[config.mk]
export PLATFORM = sky130hd
export DESIGN_NAME = urv_imem_arbiter
export DESIGN_NICKNAME = d
export VERILOG_FILES = /design/src/rtl/urv_imem_arbiter_pkg.sv /design/src/rtl/urv_imem_arbiter_wait_counter.sv /design/src/rtl/urv_imem_arbiter.sv
export SDC_FILE = /design/constraint.sdc
export NUM_CORES = 1
export LEC_CHECK = 0
export BUFFER_PORTS_ARGS = -buffer_cell sky130_fd_sc_hd__buf_4
export CAP_MARGIN = 20
export CORE_AREA = 2 2 99 101
export CTS_BUF_LIST = sky130_fd_sc_hd__clkbuf_4
export DETAILED_ROUTE_END_ITERATION = 8
export DIE_AREA = 0 0 101 103
export HOLD_SLACK_MARGIN = 0.15
export PLACE_DENSITY_LB_ADDON = 0.08
export REMOVE_ABC_BUFFERS = 1
export SLEW_MARGIN = 20
export SYNTH_ARGS = -nofsm -noshare
export SYNTH_HDL_FRONTEND = slang
export SYNTH_SLANG_ARGS = --single-unit
export TNS_END_PERCENT = 50
[constraint.sdc]
create_clock -name clk_i -period 4.4 [get_ports clk_i]
set_input_delay 0.88 -clock clk_i [delete_from_list [all_inputs] [get_ports clk_i]]
set_output_delay 0.88 -clock clk_i [all_outputs]
set_load 0.005 [all_outputs]
[src/rtl/urv_imem_arbiter_pkg.sv]
// Shared constants and types for the instruction-memory arbiter.
// State encoding matches the urv_defs constants used elsewhere in the core.
package urv_imem_arbiter_pkg;

   localparam logic URV_IMEM_ST_FETCH = 1'b0;
   localparam logic URV_IMEM_ST_RESP  = 1'b1;

   typedef enum logic {
      ST_FETCH = URV_IMEM_ST_FETCH,
      ST_RESP  = URV_IMEM_ST_RESP
   } arb_state_e;

endpackage

[src/rtl/urv_imem_arbiter_wait_counter.sv]
// Saturating wait counter: counts cycles a requester is held off.
// Shared with the data-bus arbiter; at_limit flags that the wait budget is spent.
module urv_arb_wait_counter #(
   parameter int g_limit = 8
) (
   input  logic clk,
   input  logic rst_n,
   input  logic inc,
   input  logic clr,
   output logic at_limit
);

   localparam int c_w = (g_limit > 0) ? $clog2(g_limit + 1) : 1;

   logic [c_w-1:0] cnt;

   generate
      if (g_limit == 0) begin : g_zero
         assign at_limit = 1'b1;
      end else begin : g_cmp
         localparam logic [c_w-1:0] c_lim = c_w'(g_limit);
         assign at_limit = (cnt >= c_lim);
      end
   endgenerate

   // count held-off cycles, stop at the limit, clear on grant or idle
   always_ff @(posedge clk or negedge rst_n) begin
      if (!rst_n) begin
         cnt <= '0;
      end else if (clr) begin
         cnt <= '0;
      end else if (inc && !at_limit) begin
         cnt <= cnt + 1'b1;
      end
   end

endmodule

[src/rtl/urv_imem_arbiter.sv]
// Instruction RAM arbiter: fetch owns the port, host steals single cycles.
// Optional bulk-load lock is enabled with macro URV_IMEM_ARB_LOCK_EN.
module urv_imem_arbiter
   import urv_imem_arbiter_pkg::*;
#(
   parameter int g_addr_width    = 14,
   parameter int g_host_max_wait = 8
) (
   input  logic                    clk_i,
   input  logic                    rst_n_i,
   input  logic [31:0]             f_addr_i,
   input  logic                    f_stall_i,
   output logic [31:0]             f_data_o,
   output logic                    f_valid_o,
   input  logic                    h_req_i,
   input  logic                    h_we_i,
   input  logic [31:0]             h_addr_i,
   input  logic [31:0]             h_wdata_i,
   input  logic [3:0]              h_wmask_i,
   output logic                    h_ack_o,
   output logic [31:0]             h_rdata_o,
`ifdef URV_IMEM_ARB_LOCK_EN
   input  logic                    h_lock_i,
`endif
   output logic [g_addr_width-1:0] mem_addr_o,
   output logic [31:0]             mem_wdata_o,
   output logic [3:0]              mem_we_o,
   input  logic [31:0]             mem_rdata_i
);

   arb_state_e  state;
   arb_state_e  state_nxt;
   logic        lock;
   logic        at_limit;
   logic        grant;
   logic        fetch_drv;
   logic        wc_inc;
   logic        wc_clr;
   logic        f_valid_q;
   logic [31:0] f_hold;
   logic [31:0] h_hold;
   logic        unused_bits;

`ifdef URV_IMEM_ARB_LOCK_EN
   assign lock = h_lock_i;
`else
   assign lock = 1'b0;
`endif

   assign unused_bits = ^{f_addr_i[31:g_addr_width+2], f_addr_i[1:0],
                          h_addr_i[31:g_addr_width+2], h_addr_i[1:0]};

   // grant decision and RAM port steering
   always_comb begin
      grant       = 1'b0;
      fetch_drv   = 1'b0;
      state_nxt   = ST_FETCH;
      mem_addr_o  = f_addr_i[g_addr_width+1:2];
      mem_wdata_o = h_wdata_i;
      mem_we_o    = 4'b0000;
      unique case (state)
         ST_FETCH: grant = h_req_i & (lock | f_stall_i | at_limit);
         ST_RESP:  grant = h_req_i & lock;
      endcase
      if (grant) begin
         mem_addr_o = h_addr_i[g_addr_width+1:2];
         mem_we_o   = h_we_i ? h_wmask_i : 4'b0000;
         state_nxt  = ST_RESP;
      end else if (lock) begin
         mem_addr_o = h_addr_i[g_addr_width+1:2];
      end else begin
         fetch_drv = 1'b1;
      end
   end

   assign wc_inc = (state == ST_FETCH) & h_req_i & ~grant;
   assign wc_clr = grant | ~h_req_i;

   urv_arb_wait_counter #(
      .g_limit (g_host_max_wait)
   ) u_wait (
      .clk      (clk_i),
      .rst_n    (rst_n_i),
      .inc      (wc_inc),
      .clr      (wc_clr),
      .at_limit (at_limit)
   );

   // state, response flags and held read data
   always_ff @(posedge clk_i or negedge rst_n_i) begin
      if (!rst_n_i) begin
         state     <= ST_FETCH;
         f_valid_q <= 1'b0;
         f_hold    <= '0;
         h_hold    <= '0;
      end else begin
         state     <= state_nxt;
         f_valid_q <= fetch_drv;
         if (f_valid_q) f_hold <= mem_rdata_i;
         if (state == ST_RESP) h_hold <= mem_rdata_i;
      end
   end

   assign f_valid_o = f_valid_q;
   assign f_data_o  = f_valid_q ? mem_rdata_i : f_hold;
   assign h_ack_o   = (state == ST_RESP);
   assign h_rdata_o = h_ack_o ? mem_rdata_i : h_hold;

endmodule

=== After elaboration in Yosys (flattened, before gate mapping) ===
Cells that the tools add are included.

* $add $sub $neg: 1
* Order comparisons: 1
* Multiplexer cells: 10
* Bitwise operators: 8
* Reduce and logical (&&, ||, !) cells: 3

{| class="wikitable"
|+ Operators with widths
! cell !! count
|-
| $mux 32 || 2
|-
| $mux 4 || 4
|-
| $mux 14 || 1
|-
| $add 4x1->4 const B || 1
|-
| $ge 4x4->1 const B || 1
|-
| $and 1x1->1 || 3
|-
| $not 1->1 || 3
|-
| $mux 1 || 2
|-
| $or 1x1->1 || 2
|-
| $pmux 1 s2 || 1
|-
| $reduce_bool 2->1 || 1
|-
| $logic_and 1x1->1 || 1
|-
| $logic_not 1->1 || 1
|}

* Register bits after elaboration: 70
* Input bits: 137
* Output and inout bits: 116
* Word-level logic and storage cells: 28

=== Depth between registers and ports, before layout ===
* Word-level depth: 9
* Mapped depth: 4
* Depth with buffers taken out: 4

=== Modules after synthesis ===
A second synthesis with hierarchy kept.

* Cell total of the unflattened synthesis: 215
* Area, all modules: 3151.8 um^2

{| class="wikitable"
|+ Modules (own cells, without submodules)
! module !! instances !! cells an instance !! area each (um^2) !! seq. area each (um^2)
|-
| urv_imem_arbiter || 1 || 196 || 2942.8 || 1651.6
|-
| urv_arb_wait_counter || 1 || 19 || 209.0 || 100.1
|}

=== Worst setup path after synthesis ===
OpenSTA, ideal clock, no wires.

* Kind: in2out
* Start: input port f_stall_i
* End: output port mem_addr_o[0]
* Arrival: 1.643 ns
* Required time: 3.520 ns
* Slack: 1.877 ns
* Stages: 4
* Path buffers: 1
* Path through: nor2_2 > nor3b_2 > buf_6 > mux2_2

* Longest elaborated chain between the ends: 4

{| class="wikitable"
|+ RTL lines
! what !! line !! text
|-
| from (decl) || urv_imem_arbiter.sv:12 || <nowiki>input logic f_stall_i,</nowiki>
|-
| $or 1x1->1 || urv_imem_arbiter.sv:62 || <nowiki>ST_FETCH: grant = h_req_i & (lock | f_stall_i | at_limit);</nowiki>
|-
| $and 1x1->1 || urv_imem_arbiter.sv:62 ||
|-
| $pmux 1 s2 || urv_imem_arbiter.sv:61 || <nowiki>unique case (state)</nowiki>
|-
| $mux 14 || urv_imem_arbiter.sv:65 || <nowiki>if (grant) begin</nowiki>
|-
| to (decl) || urv_imem_arbiter.sv:25 || <nowiki>output logic [g_addr_width-1:0] mem_addr_o,</nowiki>
|}

No other way between the ends.

=== Worst setup path in the final report ===
* Start: register state, in the netlist h_ack_o
* End: output port mem_addr_o[9]

* Longest elaborated chain between the ends: 3

{| class="wikitable"
|+ RTL lines
! what !! line !! text
|-
| from (decl) || urv_imem_arbiter.sv:31 || <nowiki>arb_state_e state;</nowiki>
|-
| from (signal assigned) || urv_imem_arbiter.sv:97 || <nowiki>state <= state_nxt;</nowiki>
|-
| $not 1->1 || urv_imem_arbiter.sv:61 ||
|-
| $pmux 1 s2 * || urv_imem_arbiter.sv:61 ||
|-
| $mux 14 * || urv_imem_arbiter.sv:65 ||
|}

Every way passes the cells marked *; elsewhere a longest branch is shown, timed or not.

==> impl_results.md <==
- Outcome: complete, no violations
- Area leader, netlist: dfrtp_1
- Fillers: 908
- Number of distinct library cells after synthesis: 23
- Fin nets: roughly 480
- # diodes: 0
- FF/Latch Area: 0.00175 mm²
- Post-CTS Setup Repair Bufs: 0
- Setup repair after global routing missed its margin: false
- Cells after synthesis: 214
- # hold bufs at CTS: 0
- First-pass GRT wire length: 12600 µm
- Final period util: 0.704
- Leakage dissipation: 2.00 nW
- Peak supply drop: about 0.000088 V
- Port Buffer Count: 152
- Die Wd: 101 µm
- Num ports: ~250
- Pin count of the biggest net entering global routing: 71
- Vias in the first global route: about 2.2k
- First drt pass iteration count: 4
- Setup violations, final: 0
- CTS tree: yes
- WL/cell: 20.1 µm
- Yosys Warn Count: 0
- Yosys reg bits: 70
- Clk slew on worst S/H paths: 0.10 ns
- Sequential Power Share: 0.534
- Mapped Area: 0.00311 mm²
- Initial antenna violation count: 0
- Max Cap Viol: 0
- Total GRT Usage: 0.171
- Post-synth EDFFs: 0
- Clock skew: 0.0126 ns
- CP Data Arrival Time: between 2 and 2.5 ns
- Crit Path Class: flip-flop to output pin
- Core ar.: 0.00946 mm²
- Sequential cell area fraction in the yosys report: 0.564
- Die area: 0.0104 mm²
- Clock root buffer: clkbuf_4
- Peak Freq: 323 MHz
- Sink Count: 70
- Pwr/cell area: 335 mW/mm²
- Finished Cell Area: 0.00418 mm²
- DP Wirelength: 7140 µm
- Starting density of the core: 0.329
- Chip Height: 103 µm
- Req. time, crit path: 3.52 ns
- Vias per inst: between 4 and 5
- Routability congestion estimate: 0.770
- Area Growth Syn to Fin: 34.6%
- Logic pwr share: 0.247
- Clk pwr share: 0.219
- Depth of the most critical reg-to-reg path: 2
- Clock Latency Late Sink: 0.41 ns
- Main flop type after synthesis: dfrtp_1
- Initial DRC count: 24
- Clk buf depth: 2
- Hold Crit Depth: 1
- Multi-input logic area: between 0.001 and 0.0015 mm²
- Total gr overflow: 0
- H-Tree Level Count: 3
- Post-route ant nets: 0
- Slew @ Worst Pin: 0.955 ns
- Total Neg Setup Slack: 0 ns
- # resized after CTS: 0
- FFs w/ async S/R, synth: 1.00
- Startpoint Class: flip-flop
- CTS Buf Count: 9
- Slew Viols, Final: 0
- Drc violations: 0
- FP Rows: 36
- P_int: 1.04 mW
- Crit path capture type: output pin
- Vias: 2156
- Post-Syn Area per Cell: 14.5 µm²
- Hold Vio Cnt, Final: 0
- Slew HR: 0.363
- Fin crit period: 3.10 ns
- Worst Path Max Fanout: between 40 and 50
- Routed WL: a little over 9000 µm
- Sw Share: 0.255
- Synth top cells by count: mux2_2 (76), dfrtp_1 (70), buf_4 (35)
- Hold Path Class: flip-flop to flip-flop
- Count leader, synth: mux2_2
- Share of layout cells above drive strength 1: 0.720
- Psw: 358 µW
- Yosys top cell area share: 0.564
- Area after DPL: between 0.004 and 0.005 mm²
- Top cells by area, synth: dfrtp_1 (56%), mux2_2 (28%), buf_4 (8.5%), and3_1 (0.81%), ha_1 (0.81%)
-- power by group through the flow --
| stage | Sequential [mW] | Clock [mW] | Combinational [mW] |
|---|---|---|---|
| 2_1_floorplan | 0.755 | 0 | 0.132 |
| 3_3_place_gp | 0.761 | 0 | 0.352 |
| 3_5_place_dp | 0.764 | 0 | 0.354 |
| 4_1_cts | 0.751 | 0.330 | 0.355 |
| 5_1_grt | 0.758 | 0.357 | 0.380 |
| 6_report | 0.749 | 0.307 | 0.347 |
-- routing by layer --
layer  vias up  routed length, µm  global-route usage
met5         -                 51              0.0337
met4         2                116              0.0530
met3        13               1820               0.158
met2       155               4240               0.269
met1      1034               2900               0.159
li1        952                  -                   -
-- worst max-delay path: stages (launching register included) --
cell     delay (ns)
dfrtp_2        0.75
nor3b_2        0.29
buf_4          0.27
mux2_2         0.37
buf_4          0.13
-- state kept, by name (all words and copies together) (netlist names) --
register,count
f_hold,32
h_hold,32
f_valid_o,1
h_ack_o,1
u_wait.cnt,4
-- cell type report --
class | instances | share of cell area
repair buffers | 154 | 0.276
inverters | 3 | 0.00269
clock buffers | 9 | 0.0161
multi-input cells | 99 | 0.248
flip-flops and latches | 70 | 0.419
well taps | 114 | 0.0341
clock inverters | 4 | 0.00419
-- layout by cell type (no fill, tap or decap), types with 2 or more instances in the layout --
cell type    n
buf_4      154
mux2_2      76
dfrtp_1     69
clkbuf_4     9
and3_1       4
inv_1        3
mux2_1       2
a21boi_0     2
nor2b_1      2
ha_1         2
clkinv_2     2
clkinv_1     2
-- per-stage QoR --
stage          utilization  setup WS (ns)  hold slack [ns]  cells  power, mW
6_report             0.442           1.30            0.503    453       1.40
5_1_grt              0.442           1.12            0.518    453       1.50
4_1_cts              0.442           1.22            0.511    453       1.44
3_5_place_dp         0.433           1.55            0.477    440       1.12
3_3_place_gp         0.433           1.55            0.466    440       1.11
2_1_floorplan            -           1.37            0.476    172      0.887
-- kinds of logic (layout without fill, tap and decap cells) --
group / Yosys count / in the layout / share of synthesized area
flops: 70 / 70 / 0.564
mux: 78 / 78 / 0.283
compound gates: 5 / 5 / 0.0105
simple gates: 14 / 14 / 0.0322
fa+ha+maj: 2 / 2 / 0.00805
buf+inv: 45 / 170 / 0.103
-- final timing paths --
kind / start / to / slack, ns
max in group asynchronous: rst_n_i / h_ack_o$_DFF_PN0_ / 3.15
worst max-delay path: h_ack_o$_DFF_PN0_ / mem_addr_o[9] / 1.30
worst min-delay path: f_hold[4]$_DFF_PN0_ / f_hold[4]$_DFF_PN0_ / 0.50
min in group asynchronous: rst_n_i / h_hold[2]$_DFF_PN0_ / 0.57
worst min register to register: f_hold[4]$_DFF_PN0_ / f_hold[4]$_DFF_PN0_ / 0.50
worst max register to register: f_valid_o$_DFF_PN0_ / f_hold[20]$_DFF_PN0_ / 2.72
Note: power is estimated with default switching activity, not from simulation.
